[src/rtl/ctrl_pkg.sv]
// Shared types and encodings for the multi-cycle RV32I control sequencer.
// Imported by the decoder, the controller top and anything driving them.
package ctrl_pkg;

    typedef enum logic [3:0] {
        FETCH,
        DECODE,
        MEMADR,
        MEMREAD,
        MEMWB,
        MEMWRITE,
        EXECR,
        EXECI,
        ALUWB,
        BEQ,
        JAL,
        ILLEGAL
    } state_t;

    typedef enum logic [1:0] {
        ALUOP_ADD   = 2'b00,
        ALUOP_SUB   = 2'b01,
        ALUOP_FUNCT = 2'b10
    } aluop_t;

    localparam logic [6:0] OP_LOAD   = 7'b0000011;
    localparam logic [6:0] OP_STORE  = 7'b0100011;
    localparam logic [6:0] OP_RTYPE  = 7'b0110011;
    localparam logic [6:0] OP_ITYPE  = 7'b0010011;
    localparam logic [6:0] OP_BRANCH = 7'b1100011;
    localparam logic [6:0] OP_JAL    = 7'b1101111;

    localparam logic [2:0] ALU_ADD = 3'b000;
    localparam logic [2:0] ALU_SUB = 3'b001;
    localparam logic [2:0] ALU_AND = 3'b010;
    localparam logic [2:0] ALU_OR  = 3'b011;
    localparam logic [2:0] ALU_SLT = 3'b101;

    localparam logic [1:0] RES_ALUOUT    = 2'b00;
    localparam logic [1:0] RES_DATA      = 2'b01;
    localparam logic [1:0] RES_ALURESULT = 2'b10;

    localparam logic [1:0] SRCA_PC    = 2'b00;
    localparam logic [1:0] SRCA_OLDPC = 2'b01;
    localparam logic [1:0] SRCA_RD1   = 2'b10;

    localparam logic [1:0] SRCB_RD2  = 2'b00;
    localparam logic [1:0] SRCB_IMM  = 2'b01;
    localparam logic [1:0] SRCB_FOUR = 2'b10;

    localparam logic [1:0] IMM_I = 2'b00;
    localparam logic [1:0] IMM_S = 2'b01;
    localparam logic [1:0] IMM_B = 2'b10;
    localparam logic [1:0] IMM_J = 2'b11;

    // Loads, ALU-immediates and unknown opcodes all fall back to the I format.
    function automatic logic [1:0] imm_src_of(input logic [6:0] op);
        case (op)
            OP_STORE:  return IMM_S;
            OP_BRANCH: return IMM_B;
            OP_JAL:    return IMM_J;
            default:   return IMM_I;
        endcase
    endfunction

endpackage

[src/rtl/multicycle_ctrl_if.sv]
// Instruction fields, memory handshake and datapath controls between the
// sequencer (master) and the datapath/memory side (slave).
interface multicycle_ctrl_if;

    logic [6:0]  op;
    logic [2:0]  funct3;
    logic        funct7b5;
    logic        zero;
    logic        mem_ready;

    logic        mem_req;
    logic        mem_we;
    logic        adr_src;
    logic        ir_write;
    logic        pc_write;
    logic        reg_write;
    logic [1:0]  result_src;
    logic [1:0]  alu_src_a;
    logic [1:0]  alu_src_b;
    logic [1:0]  imm_src;
    logic [2:0]  alu_control;
    logic        halted;
    logic [31:0] instret;

    modport master (
        input  op, funct3, funct7b5, zero, mem_ready,
        output mem_req, mem_we, adr_src, ir_write, pc_write, reg_write,
               result_src, alu_src_a, alu_src_b, imm_src, alu_control,
               halted, instret
    );

    modport slave (
        output op, funct3, funct7b5, zero, mem_ready,
        input  mem_req, mem_we, adr_src, ir_write, pc_write, reg_write,
               result_src, alu_src_a, alu_src_b, imm_src, alu_control,
               halted, instret
    );

endinterface

[src/rtl/alu_decoder.sv]
// Maps the controller's ALUOp plus funct fields to an ALU operation, and
// flags funct3 values the R/I subset does not implement.
module alu_decoder
    import ctrl_pkg::*;
(
    input  aluop_t     alu_op,
    input  logic [2:0] funct3,
    input  logic       funct7b5,
    input  logic       op5,
    output logic [2:0] alu_control,
    output logic       funct_legal
);

    always_comb begin
        funct_legal = 1'b0;
        case (funct3)
            3'b000, 3'b010, 3'b110, 3'b111: funct_legal = 1'b1;
            default:                        funct_legal = 1'b0;
        endcase
    end

    // funct7b5 only selects sub for register-register ops; addi ignores it.
    always_comb begin
        alu_control = ALU_ADD;
        case (alu_op)
            ALUOP_ADD: alu_control = ALU_ADD;
            ALUOP_SUB: alu_control = ALU_SUB;
            default: begin
                case (funct3)
                    3'b000:  alu_control = (op5 && funct7b5) ? ALU_SUB : ALU_ADD;
                    3'b010:  alu_control = ALU_SLT;
                    3'b110:  alu_control = ALU_OR;
                    3'b111:  alu_control = ALU_AND;
                    default: alu_control = ALU_ADD;
                endcase
            end
        endcase
    end

endmodule

[src/rtl/multicycle_ctrl.sv]
// Multi-cycle control sequencer: walks the shared-ALU datapath through
// fetch/decode/execute/memory/writeback and counts retired instructions.
module multicycle_ctrl
    import ctrl_pkg::*;
(
    input  logic                   clk,
    input  logic                   rst_n,
    multicycle_ctrl_if.master      bus
);

    state_t      state;
    logic [31:0] instret_q;
    aluop_t      alu_op;
    logic        funct_legal;
    logic        retire;

    logic        mem_req_c, mem_we_c, adr_src_c, ir_write_c, pc_write_c, reg_write_c;
    logic        halted_c;
    logic [1:0]  result_src_c, src_a_c, src_b_c;

    alu_decoder u_alu_decoder (
        .alu_op      (alu_op),
        .funct3      (bus.funct3),
        .funct7b5    (bus.funct7b5),
        .op5         (bus.op[5]),
        .alu_control (bus.alu_control),
        .funct_legal (funct_legal)
    );

    assign retire = (state == MEMWB) || (state == ALUWB) || (state == BEQ) ||
                    ((state == MEMWRITE) && bus.mem_ready);

    always_ff @(posedge clk or negedge rst_n) begin
        if (!rst_n) begin
            state     <= FETCH;
            instret_q <= '0;
        end else begin
            if (retire)
                instret_q <= instret_q + 32'd1;
            case (state)
                FETCH:    if (bus.mem_ready) state <= DECODE;
                DECODE: begin
                    case (bus.op)
                        OP_LOAD, OP_STORE: state <= MEMADR;
                        OP_RTYPE:  state <= funct_legal ? EXECR : ILLEGAL;
                        OP_ITYPE:  state <= funct_legal ? EXECI : ILLEGAL;
                        OP_BRANCH: state <= (bus.funct3 == 3'b000) ? BEQ : ILLEGAL;
                        OP_JAL:    state <= JAL;
                        default:   state <= ILLEGAL;
                    endcase
                end
                MEMADR:   state <= bus.op[5] ? MEMWRITE : MEMREAD;
                MEMREAD:  if (bus.mem_ready) state <= MEMWB;
                MEMWB:    state <= FETCH;
                MEMWRITE: if (bus.mem_ready) state <= FETCH;
                EXECR:    state <= ALUWB;
                EXECI:    state <= ALUWB;
                ALUWB:    state <= FETCH;
                BEQ:      state <= FETCH;
                JAL:      state <= ALUWB;
                ILLEGAL:  state <= ILLEGAL;
                default:  state <= FETCH;
            endcase
        end
    end

    always_comb begin
        mem_req_c    = 1'b0;
        mem_we_c     = 1'b0;
        adr_src_c    = 1'b0;
        ir_write_c   = 1'b0;
        pc_write_c   = 1'b0;
        reg_write_c  = 1'b0;
        halted_c     = 1'b0;
        result_src_c = RES_ALUOUT;
        src_a_c      = SRCA_PC;
        src_b_c      = SRCB_RD2;
        alu_op       = ALUOP_ADD;
        case (state)
            FETCH: begin
                mem_req_c    = 1'b1;
                src_b_c      = SRCB_FOUR;
                result_src_c = RES_ALURESULT;
                ir_write_c   = bus.mem_ready;
                pc_write_c   = bus.mem_ready;
            end
            DECODE: begin
                src_a_c = SRCA_OLDPC;
                src_b_c = SRCB_IMM;
            end
            MEMADR: begin
                src_a_c = SRCA_RD1;
                src_b_c = SRCB_IMM;
            end
            MEMREAD: begin
                mem_req_c = 1'b1;
                adr_src_c = 1'b1;
            end
            MEMWB: begin
                result_src_c = RES_DATA;
                reg_write_c  = 1'b1;
            end
            MEMWRITE: begin
                mem_req_c = 1'b1;
                mem_we_c  = 1'b1;
                adr_src_c = 1'b1;
            end
            EXECR: begin
                src_a_c = SRCA_RD1;
                alu_op  = ALUOP_FUNCT;
            end
            EXECI: begin
                src_a_c = SRCA_RD1;
                src_b_c = SRCB_IMM;
                alu_op  = ALUOP_FUNCT;
            end
            ALUWB:   reg_write_c = 1'b1;
            BEQ: begin
                src_a_c    = SRCA_RD1;
                alu_op     = ALUOP_SUB;
                pc_write_c = bus.zero;
            end
            JAL: begin
                src_a_c    = SRCA_OLDPC;
                src_b_c    = SRCB_FOUR;
                pc_write_c = 1'b1;
            end
            ILLEGAL: halted_c = 1'b1;
            default: ;
        endcase
    end

    // Strobes are gated by rst_n so an aborted access cannot leak a write.
    assign bus.mem_req    = mem_req_c   & rst_n;
    assign bus.mem_we     = mem_we_c    & rst_n;
    assign bus.ir_write   = ir_write_c  & rst_n;
    assign bus.pc_write   = pc_write_c  & rst_n;
    assign bus.reg_write  = reg_write_c & rst_n;
    assign bus.adr_src    = adr_src_c;
    assign bus.result_src = result_src_c;
    assign bus.alu_src_a  = src_a_c;
    assign bus.alu_src_b  = src_b_c;
    assign bus.imm_src    = imm_src_of(bus.op);
    assign bus.halted     = halted_c;
    assign bus.instret    = instret_q;

endmodule

[src/flat_wrapper.sv]
// flat-port wrapper written by rule: the top's interface ports become plain ports
module multicycle_ctrl_flat import ctrl_pkg::*;
  (clk, rst_n, bus_op, bus_funct3, bus_funct7b5, bus_zero, bus_mem_ready, bus_mem_req, bus_mem_we, bus_adr_src, bus_ir_write, bus_pc_write, bus_reg_write, bus_result_src, bus_alu_src_a, bus_alu_src_b, bus_imm_src, bus_alu_control, bus_halted, bus_instret);
  multicycle_ctrl_if bus_i ();
  input  logic clk;
  input  logic rst_n;
  input wire logic [$bits(bus_i.op)-1:0] bus_op;
  input wire logic [$bits(bus_i.funct3)-1:0] bus_funct3;
  input wire logic [$bits(bus_i.funct7b5)-1:0] bus_funct7b5;
  input wire logic [$bits(bus_i.zero)-1:0] bus_zero;
  input wire logic [$bits(bus_i.mem_ready)-1:0] bus_mem_ready;
  output wire logic [$bits(bus_i.mem_req)-1:0] bus_mem_req;
  output wire logic [$bits(bus_i.mem_we)-1:0] bus_mem_we;
  output wire logic [$bits(bus_i.adr_src)-1:0] bus_adr_src;
  output wire logic [$bits(bus_i.ir_write)-1:0] bus_ir_write;
  output wire logic [$bits(bus_i.pc_write)-1:0] bus_pc_write;
  output wire logic [$bits(bus_i.reg_write)-1:0] bus_reg_write;
  output wire logic [$bits(bus_i.result_src)-1:0] bus_result_src;
  output wire logic [$bits(bus_i.alu_src_a)-1:0] bus_alu_src_a;
  output wire logic [$bits(bus_i.alu_src_b)-1:0] bus_alu_src_b;
  output wire logic [$bits(bus_i.imm_src)-1:0] bus_imm_src;
  output wire logic [$bits(bus_i.alu_control)-1:0] bus_alu_control;
  output wire logic [$bits(bus_i.halted)-1:0] bus_halted;
  output wire logic [$bits(bus_i.instret)-1:0] bus_instret;
  assign bus_i.op = bus_op;
  assign bus_i.funct3 = bus_funct3;
  assign bus_i.funct7b5 = bus_funct7b5;
  assign bus_i.zero = bus_zero;
  assign bus_i.mem_ready = bus_mem_ready;
  assign bus_mem_req = bus_i.mem_req;
  assign bus_mem_we = bus_i.mem_we;
  assign bus_adr_src = bus_i.adr_src;
  assign bus_ir_write = bus_i.ir_write;
  assign bus_pc_write = bus_i.pc_write;
  assign bus_reg_write = bus_i.reg_write;
  assign bus_result_src = bus_i.result_src;
  assign bus_alu_src_a = bus_i.alu_src_a;
  assign bus_alu_src_b = bus_i.alu_src_b;
  assign bus_imm_src = bus_i.imm_src;
  assign bus_alu_control = bus_i.alu_control;
  assign bus_halted = bus_i.halted;
  assign bus_instret = bus_i.instret;
  multicycle_ctrl u_core (.clk(clk), .rst_n(rst_n), .bus(bus_i));
endmodule
[config.mk]
export PLATFORM = sky130hd
export DESIGN_NAME = multicycle_ctrl_flat
export DESIGN_NICKNAME = d
export VERILOG_FILES = /design/src/rtl/ctrl_pkg.sv /design/src/rtl/multicycle_ctrl_if.sv /design/src/rtl/alu_decoder.sv /design/src/rtl/multicycle_ctrl.sv /design/src/flat_wrapper.sv
export SDC_FILE = /design/constraint.sdc
export NUM_CORES = 1
export LEC_CHECK = 0
export ABC_AREA = 1
export CAP_MARGIN = 0
export CORE_ASPECT_RATIO = 0.5
export CORE_MARGIN = 2
export CORE_UTILIZATION = 53
export CTS_CLUSTER_SIZE = 14
export DETAILED_ROUTE_END_ITERATION = 8
export GPL_ROUTABILITY_DRIVEN = 0
export GPL_TIMING_DRIVEN = 0
export PLACE_DENSITY = 0.83
export SETUP_SLACK_MARGIN = 0.5
export SLEW_MARGIN = 20
export SYNTH_ARGS = -nofsm -noshare
export SYNTH_HDL_FRONTEND = slang
export SYNTH_SLANG_ARGS = --single-unit
[constraint.sdc]
create_clock -name clk -period 2.55 [get_ports clk]
set_clock_uncertainty 0.15 [all_clocks]
set_input_delay 0.51 -clock clk [delete_from_list [all_inputs] [get_ports clk]]
set_output_delay 0.51 -clock clk [all_outputs]
set_load 0.01 [all_outputs]
==> results.md <==
* Fin crit period at 2240 ps
* Layout area overhead at 42.60%
* CTS tree: built
* Total Wirelength at 7.669 mm
* Commonest non-fill, non-tap cell in the layout: nand2_1
* Sum Neg Setup Slack at 0 ps
* Clk sinks at 36
* Net Count, Synth at 386
* Remaining Overflow, GRT at 0
* Req. time, crit path at 1890 ps
* Core area at 4509 sq um
* Largest net degree at the start of global routing at 33
* Final Net Count at 480
* Sequential cell area at 903.4 sq um
* Final Cycle Share at 0.8786
* CP arrival at 1580 ps
* # IOs at 65
* Relative slew slack at 0.7945
* DP Cell Count at 501
* Drt drc at 0
* Port bufs at 64
* Least-Margin Pin Slew at 305.9 ps
* Multi-input gate area at 1541 sq um
* M3 GR Usage at 0.06341
* Synth Register Bits at 36
* Initial Util at 0.5627
* GR peak layer: met2
* Synthesized area at 2537 sq um
* Worst-path clk slew at 80 ps
* Worst R2R Path Depth at 13
* Die area at 5391 sq um
* Sequential share of the synthesized area at 0.3550
* DP HPWL at 4.913 mm
* Hold WS at 39.13 ps
* Final Max Tran Viols at 0
* Lkg Pwr at 0.001694 uW
* Placed inst area at 3276 sq um
* Final hold viol count at 0
* Critical Path Source: u_core.state[2]$_DFFE_PN0P_
* Nature of the critical path endpoint: primary output
* M1 GR Usage at 0.3430
* TritonCTS Buffers at 5
* Reg-to-reg endpoint: u_core.state[2]$_DFFE_PN0P_
* RR Startpoint: u_core.state[1]$_DFFE_PN0P_
* Final setup violation count at 0
* Layout cells sized above 1 at 0.2602
* Die H at 52.93 microns
* Met2 Use GR at 0.5186
* Crit Path Class: flop to primary output
* Status: finished clean
* Post-route cell area at 3618 sq um
* Clk root buf: clkbuf_8
* Fmax at 0.4463 GHz
* Vias in the first global route at 2684
* Post-Layout Cell Count at 531
* Clk buf depth at 2
* Depth of the CTS H-tree at 2
* Via count at 2828
* Crit-path max FO at 3
* Peak VDD IR at 0.0005615 V
* DR iter-0 viols at 164
* Wire per inst at 14.44 microns
* Routed vias/inst at 5.326
* ANT cells at 0
* RSZ-0062 raised after global routing: yes
* Critical Path Start Type: flop
* Most frequent cells in the layout: nand2_1 (115), nor2_1 (42), inv_1 (36)
* Worst-Skew Late Latency at 300 ps
* Die width at 101.9 microns
* Mapped Avg Cell Area at 6.858 sq um
* Pre-antenna DRT Iters at 4
* Synth cell types at 32
* GRT Util Overall at 0.2881
* Post-DRT Antenna Nets at 0
* Gate Count Post-Synth at 370
* Total number of yosys warnings at 0
* Pwr Density at 767.4 nW/um^2
* R2R setup slack at 350 ps
* # rows at 17
* Antenna violations before repair at 0
* Filler cell count at 310
* Maxcap violations at 0
* Path category of the worst min-delay check: input pin to async pin
* First-pass GRT wire length at 11.82 mm
[cells in the mapped netlist (all sizes together)]
master  instances  area share
buf             3       0.014
xnor2           7       0.024
o22ai           2      0.0049
ha              1      0.0049
nand2         128        0.20
dfrtp          36        0.36
xor2           15       0.052
nand4           5       0.012
nand3b          3      0.0089
o21ai           9       0.018
a31oi           1      0.0025
nor3           10       0.026
nor2           68        0.12
clkinv          1      0.0020
o211ai          1      0.0030
inv            49       0.073
or2             1      0.0025
nand3          23       0.060
a21oi           7       0.017
[report_power, final]
| part | leakage (uW) | internal (uW) | total [uW] | switching (uW) |
|---|---|---|---|---|
| sequential | 0.000461 | 656 | 763 | 108 |
| clock | 0.0000552 | 290 | 509 | 219 |
| combinational | 0.00118 | 642 | 1500 | 862 |
| total | 0.00169 | 1590 | 2780 | 1190 |
[flip-flops by register name (all words and copies together) (netlist names)]
signal              cells
u_core.state            4
u_core.bus.instret     32
[timing repair]
item | in CTS | in global routing
buffers inserted | 20 | 1
pin swaps | 16 | 8
endpoints found under the setup margin | 18 | 19
endpoints found under the hold margin | 4 | 0
resized for setup | 101 | 38
hold buffers | 1 | 0
[how the worst max path moves through the flow]
| stage | endpoint | slack (ps) |
|---|---|---|
| 2_1_floorplan | bus_pc_write | 580 |
| 3_3_place_gp | bus_ir_write | -1360 |
| 3_5_place_dp | bus_imm_src[1] | -200 |
| 4_1_cts | bus_pc_write | 380 |
| 5_1_grt | bus_mem_req | 230 |
| 6_report | bus_mem_req | 310 |
[worst max-delay path: stages, from the launching register on]
cell and delay [ps]:
dfrtp_1 440, nor2_4 180, buf_4 160, nand3_2 120, nand2_4 130, nor2_4 40, nor2_1 80, buf_2 130
[per-layer routing]
metal | up-vias | share of wire
met5 | - | 0
met4 | 0 | 0.038
li1 | 1333 | -
met1 | 1312 | 0.41
met2 | 151 | 0.47
met3 | 32 | 0.075
[per-stage QoR]
stage	worst slack [ps]	utilization	power, uW
after global placement	-1358	0.7231	1866
final	309.6	0.8024	2777
after CTS	377.3	0.7875	2572
after detailed placement	-196.8	0.7264	1887
after floorplan	580.5	-	1435
after global routing	229.6	0.8024	2927
[layout make-up]
type                            count  area share
Buffer                              3     0.01003
Clock buffer                        6     0.02006
Clock inverter                      2    0.009682
Inverter                           50     0.05567
Multi-Input combinational cell    281      0.4260
Sequential cell                    36      0.2497
Tap cell                           66     0.02282
Timing Repair Buffer               87      0.2061
[kinds of logic (layout without fill, tap and decap cells)]
family / count (synthesis) / after routing / synth area share
compound gates: 20 / 20 / 0.04487
buf+inv: 53 / 148 / 0.08974
xor+xnor: 22 / 22 / 0.07594
simple gates: 238 / 238 / 0.4295
flops: 36 / 36 / 0.3550
fa+ha+maj: 1 / 1 / 0.004930
No activity file was read; power rests on OpenSTA's default activity.
